## src/rtl/rca_exec_ctrl.sv

```systemverilog
// RCA execution controller: in-order instruction queue feeding a sequencer that drives the PR grid and writeback.
// Optional WAIT timeout with FLUSH recovery is enabled by defining RCA_EXEC_TIMEOUT_EN.
module rca_exec_ctrl #(
    parameter int XLEN            = 32,
    parameter int NUM_RCAS        = 4,
    parameter int NUM_READ_PORTS  = 5,
    parameter int NUM_WRITE_PORTS = 5,
    parameter int ID_W            = 3,
    parameter int QUEUE_DEPTH     = 4,
    parameter int TIMEOUT_CYCLES  = 256
) (
    input  logic                              clk,
    input  logic                              rst,
    input  logic                              issue_new_request,
    output logic                              issue_ready,
    input  logic [ID_W-1:0]                   issue_id,
    input  logic                              issue_use_instr,
    input  logic [$clog2(NUM_RCAS)-1:0]       issue_rca_sel,
    input  logic                              issue_fb,
    input  logic [NUM_READ_PORTS*XLEN-1:0]    issue_rs,
    output logic [NUM_READ_PORTS*XLEN-1:0]    grid_rs_data,
    output logic                              grid_rs_valid,
    output logic [$clog2(NUM_RCAS)-1:0]       grid_rca_sel,
    output logic                              grid_fb,
    output logic                              grid_flush,
    input  logic [NUM_WRITE_PORTS*XLEN-1:0]   grid_res_data,
    input  logic [NUM_WRITE_PORTS-1:0]        grid_res_valid,
    output logic                              grid_res_pop,
    output logic                              wb_done,
    output logic [ID_W-1:0]                   wb_id,
    output logic [NUM_WRITE_PORTS*XLEN-1:0]   wb_rd,
    output logic                              wb_err,
    input  logic                              wb_ack
);

    localparam int SEL_W = $clog2(NUM_RCAS);
    localparam int PTR_W = $clog2(QUEUE_DEPTH);
    localparam int CNT_W = PTR_W + 1;
    localparam int RS_W  = NUM_READ_PORTS * XLEN;
    localparam int RD_W  = NUM_WRITE_PORTS * XLEN;
    localparam logic [CNT_W-1:0] DEPTH_C = CNT_W'(QUEUE_DEPTH);

`ifdef RCA_EXEC_TIMEOUT_EN
    localparam int TO_W = $clog2(TIMEOUT_CYCLES) + 1;
    localparam logic [TO_W-1:0] TO_LAST_C = TO_W'(TIMEOUT_CYCLES - 1);

    typedef enum logic [2:0] {
        ST_IDLE   = 3'd0,
        ST_RECONF = 3'd1,
        ST_LOAD   = 3'd2,
        ST_WAIT   = 3'd3,
        ST_FLUSH  = 3'd4,
        ST_WB     = 3'd5
    } state_t;
`else
    typedef enum logic [2:0] {
        ST_IDLE   = 3'd0,
        ST_RECONF = 3'd1,
        ST_LOAD   = 3'd2,
        ST_WAIT   = 3'd3,
        ST_WB     = 3'd5
    } state_t;
`endif

    state_t state_r, state_s;

    logic [ID_W-1:0]  q_id_r  [QUEUE_DEPTH];
    logic             q_use_r [QUEUE_DEPTH];
    logic [SEL_W-1:0] q_sel_r [QUEUE_DEPTH];
    logic             q_fb_r  [QUEUE_DEPTH];
    logic [RS_W-1:0]  q_rs_r  [QUEUE_DEPTH];

    logic [PTR_W-1:0] wr_ptr_r, rd_ptr_r;
    logic [CNT_W-1:0] count_r, count_s;
    logic             push_s, pop_s, all_vld_s;

    logic [SEL_W-1:0] run_sel_r;
    logic             run_fb_r;
    logic [RS_W-1:0]  run_rs_r;
    logic [SEL_W-1:0] last_rca_r;
    logic             last_vld_r;

    logic             issue_ready_r, grid_rs_valid_r, grid_flush_r, grid_res_pop_r, wb_done_r;
    logic [ID_W-1:0]  wb_id_r;
    logic [RD_W-1:0]  wb_rd_r;

`ifdef RCA_EXEC_TIMEOUT_EN
    logic [TO_W-1:0]  to_cnt_r;
    logic             wb_err_r;
`endif

    // Next-state, queue push/pop and occupancy decode.
    always_comb begin
        state_s   = state_r;
        pop_s     = 1'b0;
        push_s    = issue_new_request & issue_ready_r;
        all_vld_s = &grid_res_valid;
        case (state_r)
            ST_IDLE: begin
                if (count_r != {CNT_W{1'b0}}) begin
                    pop_s = 1'b1;
                    if (!q_use_r[rd_ptr_r]) begin
                        state_s = ST_WB;
                    end else if (!last_vld_r || (q_sel_r[rd_ptr_r] != last_rca_r)) begin
                        state_s = ST_RECONF;
                    end else begin
                        state_s = ST_LOAD;
                    end
                end else begin
                    state_s = ST_IDLE;
                end
            end
            ST_RECONF: state_s = ST_LOAD;
            ST_LOAD:   state_s = ST_WAIT;
            ST_WAIT: begin
                if (all_vld_s) begin
                    state_s = ST_WB;
`ifdef RCA_EXEC_TIMEOUT_EN
                end else if (to_cnt_r == TO_LAST_C) begin
                    state_s = ST_FLUSH;
`endif
                end else begin
                    state_s = ST_WAIT;
                end
            end
`ifdef RCA_EXEC_TIMEOUT_EN
            ST_FLUSH:  state_s = ST_WB;
`endif
            ST_WB: begin
                if (wb_ack) begin
                    state_s = ST_IDLE;
                end else begin
                    state_s = ST_WB;
                end
            end
            default:   state_s = ST_IDLE;
        endcase
        count_s = count_r + CNT_W'(push_s) - CNT_W'(pop_s);
    end

    // Queue payload storage; contents are only meaningful between push and pop.
    always_ff @(posedge clk) begin
        if (push_s) begin
            q_id_r[wr_ptr_r]  <= issue_id;
            q_use_r[wr_ptr_r] <= issue_use_instr;
            q_sel_r[wr_ptr_r] <= issue_rca_sel;
            q_fb_r[wr_ptr_r]  <= issue_fb;
            q_rs_r[wr_ptr_r]  <= issue_rs;
        end
    end

    // State, queue control, running instruction and registered outputs.
    always_ff @(posedge clk or negedge rst) begin
        if (!rst) begin
            state_r         <= ST_IDLE;
            wr_ptr_r        <= {PTR_W{1'b0}};
            rd_ptr_r        <= {PTR_W{1'b0}};
            count_r         <= {CNT_W{1'b0}};
            issue_ready_r   <= 1'b1;
            run_sel_r       <= {SEL_W{1'b0}};
            run_fb_r        <= 1'b0;
            run_rs_r        <= {RS_W{1'b0}};
            last_rca_r      <= {SEL_W{1'b0}};
            last_vld_r      <= 1'b0;
            grid_rs_valid_r <= 1'b0;
            grid_flush_r    <= 1'b0;
            grid_res_pop_r  <= 1'b0;
            wb_done_r       <= 1'b0;
            wb_id_r         <= {ID_W{1'b0}};
            wb_rd_r         <= {RD_W{1'b0}};
        end else begin
            state_r       <= state_s;
            count_r       <= count_s;
            issue_ready_r <= (count_s != DEPTH_C);
            if (push_s) begin
                wr_ptr_r <= wr_ptr_r + PTR_W'(1);
            end
            // A pop also starts a fresh writeback record, zero data unless the grid fills it.
            if (pop_s) begin
                rd_ptr_r  <= rd_ptr_r + PTR_W'(1);
                run_sel_r <= q_sel_r[rd_ptr_r];
                run_fb_r  <= q_fb_r[rd_ptr_r];
                run_rs_r  <= q_rs_r[rd_ptr_r];
                wb_id_r   <= q_id_r[rd_ptr_r];
                wb_rd_r   <= {RD_W{1'b0}};
            end
            if (state_r == ST_RECONF) begin
                last_rca_r <= run_sel_r;
                last_vld_r <= 1'b1;
            end
`ifdef RCA_EXEC_TIMEOUT_EN
            if (state_r == ST_FLUSH) begin
                last_vld_r <= 1'b0;
            end
`endif
            if ((state_r == ST_WAIT) && all_vld_s) begin
                wb_rd_r <= grid_res_data;
            end
            grid_res_pop_r  <= (state_r == ST_WAIT) && all_vld_s;
            grid_rs_valid_r <= (state_s == ST_LOAD);
`ifdef RCA_EXEC_TIMEOUT_EN
            grid_flush_r    <= (state_s == ST_RECONF) || (state_s == ST_FLUSH);
`else
            grid_flush_r    <= (state_s == ST_RECONF);
`endif
            wb_done_r       <= (state_s == ST_WB);
        end
    end

`ifdef RCA_EXEC_TIMEOUT_EN
    // WAIT-cycle counter and error flag for the timeout path.
    always_ff @(posedge clk or negedge rst) begin
        if (!rst) begin
            to_cnt_r <= {TO_W{1'b0}};
            wb_err_r <= 1'b0;
        end else begin
            if (state_r == ST_LOAD) begin
                to_cnt_r <= {TO_W{1'b0}};
            end else if (state_r == ST_WAIT) begin
                to_cnt_r <= to_cnt_r + TO_W'(1);
            end
            if (pop_s) begin
                wb_err_r <= 1'b0;
            end else if (state_r == ST_FLUSH) begin
                wb_err_r <= 1'b1;
            end
        end
    end
    assign wb_err = wb_err_r;
`else
    assign wb_err = 1'b0;
`endif

    assign issue_ready   = issue_ready_r;
    assign grid_rs_data  = run_rs_r;
    assign grid_rs_valid = grid_rs_valid_r;
    assign grid_rca_sel  = run_sel_r;
    assign grid_fb       = run_fb_r;
    assign grid_flush    = grid_flush_r;
    assign grid_res_pop  = grid_res_pop_r;
    assign wb_done       = wb_done_r;
    assign wb_id         = wb_id_r;
    assign wb_rd         = wb_rd_r;

endmodule
```

## config.mk

```make
export PLATFORM = sky130hd
export DESIGN_NAME = rca_exec_ctrl
export DESIGN_NICKNAME = d
export VERILOG_FILES = /design/src/rtl/rca_exec_ctrl.sv
export SDC_FILE = /design/constraint.sdc
export NUM_CORES = 1
export LEC_CHECK = 0
export CAP_MARGIN = 40
export CORE_AREA = 2 2 313 238
export DETAILED_ROUTE_END_ITERATION = 10
export DIE_AREA = 0 0 315 240
export PLACE_DENSITY = 0.78
export SLEW_MARGIN = 20
export SYNTH_ARGS = -nofsm -noshare
export SYNTH_HDL_FRONTEND = slang
export SYNTH_SLANG_ARGS = --single-unit
export TNS_END_PERCENT = 100
```

## constraint.sdc

```tcl
create_clock -name clk -period 7 [get_ports clk]
set_input_delay 1.05 -clock clk [delete_from_list [all_inputs] [get_ports clk]]
set_output_delay 1.05 -clock clk [all_outputs]
set_load 0.05 [all_outputs]
```

==> impl_metrics.csv, run 1 <==
group,metric,value,unit
logic_synthesis,yosysSeqAreaShare,76.77,%
cells_and_area,fin_nets,3349,
status,status,"finished, final reports clean",
clock_tree,clk_pin_slew,0.07,ns
clock_tree,cts_tree,"yes",
logic_synthesis,synthArstFlopShare,33.99,%
clock_tree,clock-sinks,1012,
grt,first_global_vias,23050,
logic_synthesis,synth-seq-cells,1012,
logic_synthesis,synth_cell_types,36,
sta,setup_viol,0,
sta,post-route-period-util,49.10,%
route,drtIter0Drc,1868,
logic_synthesis,synth_edf_count,668,
grt,grt_max_degree,174,
sta,slew_violations,0,
worst_setup_path,cp-end-kind,"register",
sta,final_hold_viol_count,0,
clock_tree,cts_made_buffers,95,
sta,slew_headroom,26.87,%
floorplan,die_width,315,um
sta,timing.fmax,291.0,MHz
floorplan,dieArea,75600,um^2
worst_setup_path,crit_fanout,90,
logic_synthesis,synth_nets,2683,
logic_synthesis,avgSynthCellArea,15.96,um^2
route,vias,22120,
cells_and_area,finalInstanceArea,48440,um^2
clock_tree,root_buffer,"clkbuf_16",
logic_synthesis,syn_area,37340,um^2
cells_and_area,multi_input_area,8039,um^2
sta,rsz0062_at_grt,"false",
cells_and_area,seqCellArea,28680,um^2
flow_run,cap_violations,0,
floorplan,initial_utilization,51.41,%
clock_tree,cts_max_level,3,
route,antenna_left,0,
clock_tree,post_cts_buffers,0,
sta,worst_pin_slew,1.097,ns
route,dr.pass1.iters,6,
cells_and_area,utilization,66.70,%
sta,finalClockSkew,0.01722,ns
cells_and_area,drive_above_1_share,11.75,%
cells_and_area,area_growth,29.73,%
power_and_ir_drop,cellLeakagePower,18.79,nW
logic_synthesis,syn_inst,2340,
placed_design,io_buffers,666,
clock_tree,cts_max_path_buffers,3,
sta,period_minus_slack,3.437,ns
worst_setup_path,crit_required,7.57,ns
logic_synthesis,synth_ff_type,"edfxtp_1",
power_and_ir_drop,vdd_ir_drop_max,0.4288,mV
hold_path,min_path_type,"in -> async",
floorplan,io-pin-count,668,
route,avgViaCountPerCell,5.438,
floorplan,rows,86,
grt,antenna_found_initial,19,
placed_design,placed_area,45100,um^2
route,routedWlPerCell,24.03,um
worst_setup_path,worstPathArrival,4.01,ns
floorplan,die-height,240,um
cells_and_area,final.fill_count,4937,
logic_synthesis,yosysMostFrequentCell,"nand2_1",
worst_setup_path,startpoint_type,"register",
clock_tree,cts_resized,0,
logic_synthesis,synth_top_cell_area_share,53.72,%
power_and_ir_drop,power.total,21.66,mW
grt,grt_pass1_wl,145.0,mm
logic_synthesis,yosysTopAreaCell,"edfxtp_1",
logic_synthesis,synth.area.top_cells,"edfxtp_1 (54%), dfrtp_1 (23%), mux4_2 (10%)",
logic_synthesis,synth_common_cells,"nand2_1 (823), edfxtp_1 (668), dfrtp_1 (343)",
grt,overflow,0,
route,drc,0,
floorplan,coreArea,72630,um^2
sta,fin_setup_tns,0,ns
logic_synthesis,yosys_warnings,0,
route,wl,97.75,mm
clock_tree,clock_latency,0.66,ns
grt,grt_util_all_layers,25.70,%
clock_tree,holdBufCountCts,0,
placed_design,dp_hpwl,61.41,mm
worst_setup_path,crit_type,"reg -> reg",
placed_design,gp_congestion,0.9255,
power_and_ir_drop,power_density,447.2,nW/um^2
-- power by group --
group	internal, mW	switching (mW)
clock	2.99	2.25
combinational	2.81	4.94
sequential	7.98	0.698
total	13.8	7.89
-- state kept, by name (all words and copies together), names as in the netlist, 2 cells and up --
signal,cells
wr_ptr_r,2
grid_rs_data,160
wb_id,3
state_r,3
q_fb_r,4
q_use_r,4
last_rca_r,2
q_sel_r,8
q_rs_r,640
rd_ptr_r,2
q_id_r,12
grid_rca_sel,2
count_r,3
wb_rd,160
-- routing by layer --
layer	up-vias	wire length, um	track usage (%)
li1	9752	-	-
met1	11320	38290	33.51
met2	817	48260	41.97
met3	205	7091	6.296
met4	28	3926	10.14
met5	-	181	0
-- per-stage QoR --
stage	std cells	hold slack [ns]	worst slack, ns
3_5_place_dp	3873	0.4611	3.422
3_3_place_gp	3864	0.4521	3.307
2_1_floorplan	2340	0.4394	1.526
5_1_grt	4061	0.2762	3.394
6_report	4068	0.2939	3.563
4_1_cts	4053	0.4764	3.392
-- critical path, stage by stage, from the launching register on --
cell and delay (ns):
dfrtp_1 0.44, or4_4 0.70, buf_12 0.25, inv_6 0.60
ha_1 0.23, inv_1 0.04, ha_1 0.19, fa_1 0.41
xnor2_1 0.18, xnor2_1 0.16, nand2_1 0.10
-- cell families (layout without fill, tap and decap cells) --
logic type | after synthesis | after routing | synth area share (%)
simple gates | 1002 | 1002 | 10.77
fa+ha+maj | 7 | 7 | 0.2546
flops | 1012 | 1012 | 76.77
xor+xnor | 7 | 7 | 0.1642
mux | 170 | 170 | 10.16
compound gates | 5 | 5 | 0.1005
buf+inv | 136 | 885 | 1.762
other cells | 1 | 12 | 0.01004
-- placed cells by master (no fill, tap or decap), types with 2 or more instances in the layout --
cell type        netlist  routed
bufinv_16              0       6
buf_12                 0      12
nor3_1                 2       2
mux2_2                 3       3
inv_1                  5       5
o211ai_1               2       2
diode_2                0      11
dfrtp_1              343     341
clkbuf_8               0      14
xor2_1                 2       2
buf_4                 16      11
clkbuf_16              0      98
clkinv_1               0       2
xnor2_1                5       5
inv_16                 0       5
ha_1                   6       6
mux4_2               167     167
clkinv_2               0      19
and3_4                 0       4
clkinvlp_4             0       3
nand2_1              823     823
edfxtp_1             668     668
dfrtp_4                0       2
buf_16                 0       9
clkbuf_1              36      30
nor2b_1                3       3
nand3_1              160     160
clkdlybuf4s50_1        0     665
-- path summary, 6_finish.rpt --
| check | startpoint | to | slack [ns] | depth (start not counted) |
|---|---|---|---|---|
| max | state_r[0]$_DFF_PN0_ | issue_ready$_DFF_PN1_ | 3.56 | 10 |
| min | rst | wb_rd[90]$_DFFE_PN0P_ | 0.29 | 1 |
| max reg2reg | state_r[0]$_DFF_PN0_ | issue_ready$_DFF_PN1_ | 3.56 | 10 |
| min reg2reg | grid_rs_data[118]$_DFFE_PN0P_ | grid_rs_data[118]$_DFFE_PN0P_ | 0.47 | 2 |
| max in group asynchronous | rst | grid_rs_data[135]$_DFFE_PN0P_ | 5.32 | 4 |
| min in group clk | grid_rs_data[118]$_DFFE_PN0P_ | grid_rs_data[118]$_DFFE_PN0P_ | 0.47 | 2 |
-- cell type report --
| type | instances | area share, % |
|---|---|---|
| inverter | 7 | 0.08007 |
| timing repair buffer | 698 | 14.95 |
| clock inverter | 38 | 0.9298 |
| multi-input combinational | 1192 | 16.59 |
| clock buffer | 142 | 5.693 |
| sequential | 1012 | 59.20 |
| tap | 968 | 2.500 |
| antenna | 11 | 0.05682 |
No activity file was read; power rests on OpenSTA's default activity.
==> inputs of run 2 (changes only) <==
Settings changed: CORE_AREA 2 2 313 238 to 2 2 329 250, DIE_AREA 0 0 315 240 to 0 0 331 252, PLACE_DENSITY 0.78 to 0.75.
Clock period 7 ns to 3 ns, I/O delays scaled along.
==> run 2 against run 1 <==
  * Hold slack improved by 0.038 ns
  * Critical path depth decreased by 9
  * Global-route usage decreased by 1.9 points
  * Wire length increased by 2.5%
  * Register-to-register slack got worse by 3.0 ns
  * Via count increased by 0.85%
  * Clock-buffer cell count decreased by 6
  * Combinational power increased by 140%
  * Critical path type is now reg -> out
  * Critical endpoint is now issue_ready
  * Largest power group unchanged
==> impl_metrics.csv, run 2 (synthesis results as in run 1) <==
group,metric,value,unit
clock_tree,post_cts_buffers,0,
worst_setup_path,crit_fanout,6,
clock_tree,cts_made_buffers,96,
cells_and_area,multi_input_area,8039,um^2
floorplan,die_width,331,um
worst_setup_path,cp-end-kind,"primary output",
status,status,"finished, final reports clean",
sta,post-route-period-util,84.93,%
worst_setup_path,crit_slowest_cell,"clkdlybuf4s50_1",
power_and_ir_drop,cellLeakagePower,19.02,nW
sta,period_minus_slack,2.548,ns
route,antenna_left,0,
cells_and_area,seqCellArea,28680,um^2
placed_design,pre_cts_slack,0.3745,ns
cells_and_area,final_cell_mix,"nand2_1 (823), edfxtp_1 (668), clkdlybuf4s50_1 (665)",
floorplan,dieArea,83410,um^2
clock_tree,cts_max_path_buffers,3,
grt,antenna_found_initial,20,
clock_tree,clk_pin_slew,0.06,ns
sta,worst_slack,0.4520,ns
cells_and_area,drive_above_1_share,12.89,%
worst_setup_path,crit_type,"reg -> out",
clock_tree,clock-sinks,1012,
clock_tree,cts_resized,0,
sta,timing.fmax,392.5,MHz
sta,fin_setup_tns,0,ns
floorplan,io-pin-count,668,
grt,grt_max_degree,197,
hold_path,min_path_type,"in -> reg",
sta,slew_violations,0,
cells_and_area,utilization,61.28,%
floorplan,die-height,252,um
placed_design,io_buffers,666,
worst_setup_path,cpLargestDelayFamily,"buffers and inverters",
route,vias,22310,
power_and_ir_drop,power.total,51.31,mW
worst_setup_path,cp_cell_sequence,"clkdlybuf4s50_1",
floorplan,rows,90,
cells_and_area,top_register,"q_rs_r",
worst_setup_path,path_buf_inv,1,
sta,slew_headroom,15.80,%
power_and_ir_drop,vdd_ir_drop_max,0.9416,mV
floorplan,initial_utilization,46.71,%
worst_setup_path,worstPathArrival,2.10,ns
clock_tree,cts_tree,"yes",
grt,first_global_vias,23110,
sta,worst_pin_slew,1.263,ns
sta,finalClockSkew,0.03026,ns
grt,overflow,0,
route,wl,100.2,mm
cells_and_area,final.fill_count,5845,
route,routedWlPerCell,23.89,um
worst_setup_path,crit_required,2.55,ns
route,drtIter0Drc,1586,
cells_and_area,fin_nets,3386,
clock_tree,cts_max_level,3,
flow_run,cap_violations,0,
worst_setup_path,r2r_slack,0.58,ns
sta,rsz0062_at_grt,"false",
worst_setup_path,startpoint_type,"register",
cells_and_area,layout_commonest_cell,"nand2_1",
cells_and_area,largest_reg_flops,640,
worst_setup_path,critPathMaxStageDelay,0.87,ns
route,drc,0,
placed_design,gp_congestion,0.9235,
grt,grt_pass1_wl,148.0,mm
grt,grt_util_all_layers,23.78,%
clock_tree,clock_latency,0.66,ns
cells_and_area,area_growth,31.19,%
sta,setup_viol,0,
route,dr.pass1.iters,5,
placed_design,dp_hpwl,64.85,mm
route,avgViaCountPerCell,5.319,
sta,final_hold_viol_count,0,
power_and_ir_drop,power_density,1047,nW/um^2
floorplan,coreArea,79950,um^2
clock_tree,root_buffer,"clkbuf_16",
==> run 2: through the flow <==
| stage | hold WS, ns | std cells | cell area [um^2] |
|---|---|---|---|
| finish | 0.3315 | 4194 | 48990 |
| global route | 0.3099 | 4188 | 48980 |
| CTS | 0.2770 | 4184 | 48970 |
| detailed placement | 0.4610 | 4002 | 45590 |
| global placement | 0.4546 | 4002 | 45590 |
| floorplan | 0.1544 | 2340 | 37350 |
==> run 2: what timing repair did <==
item                                    CTS  global route
hold buffers                              1             0
endpoints found under the setup margin    0             0
hold endpoints to repair                 64             0
==> run 2: where the power goes <==
part / internal (mW) / leakage (nW) / switching (mW)
logic: 6.69 / 6.96 / 11.6
registers: 18.6 / 10.4 / 1.67
clock network: 7.52 / 1.64 / 5.23
total: 32.8 / 19.0 / 18.5
==> run 2: layout make-up <==
type | instances | share of cell area [%]
repair buffers | 734 | 15.35
clock buffers | 136 | 5.583
clock inverters | 45 | 1.292
flip-flops and latches | 1012 | 58.53
diodes | 10 | 0.05108
multi-input cells | 1192 | 16.41
well taps | 1058 | 2.702
inverters | 7 | 0.07406
==> run 2: path summary, 6_finish.rpt <==
path                                              start                            to  cells after the start
setup / recovery                  issue_ready$_DFF_PN1_                   issue_ready                      1
hold / removal                        grid_res_data[53]         wb_rd[53]$_DFFE_PN0P_                      3
setup reg to reg                   state_r[0]$_DFF_PN0_         issue_ready$_DFF_PN1_                      9
hold reg to reg            grid_rs_data[35]$_DFFE_PN0P_  grid_rs_data[35]$_DFFE_PN0P_                      2
max in group asynchronous                           rst  grid_rs_data[81]$_DFFE_PN0P_                      3
min in group asynchronous                           rst        wb_rd[105]$_DFFE_PN0P_                      2
==> run 2: metal layers <==
layer / global-route usage (%) / up-vias / wire (um)
met1: 30.76 / 11500 / 39200
li1: - / 9832 / -
met3: 5.684 / 173 / 7233
met2: 39.82 / 778 / 50700
met4: 7.748 / 24 / 2895
met5: 0 / - / 166
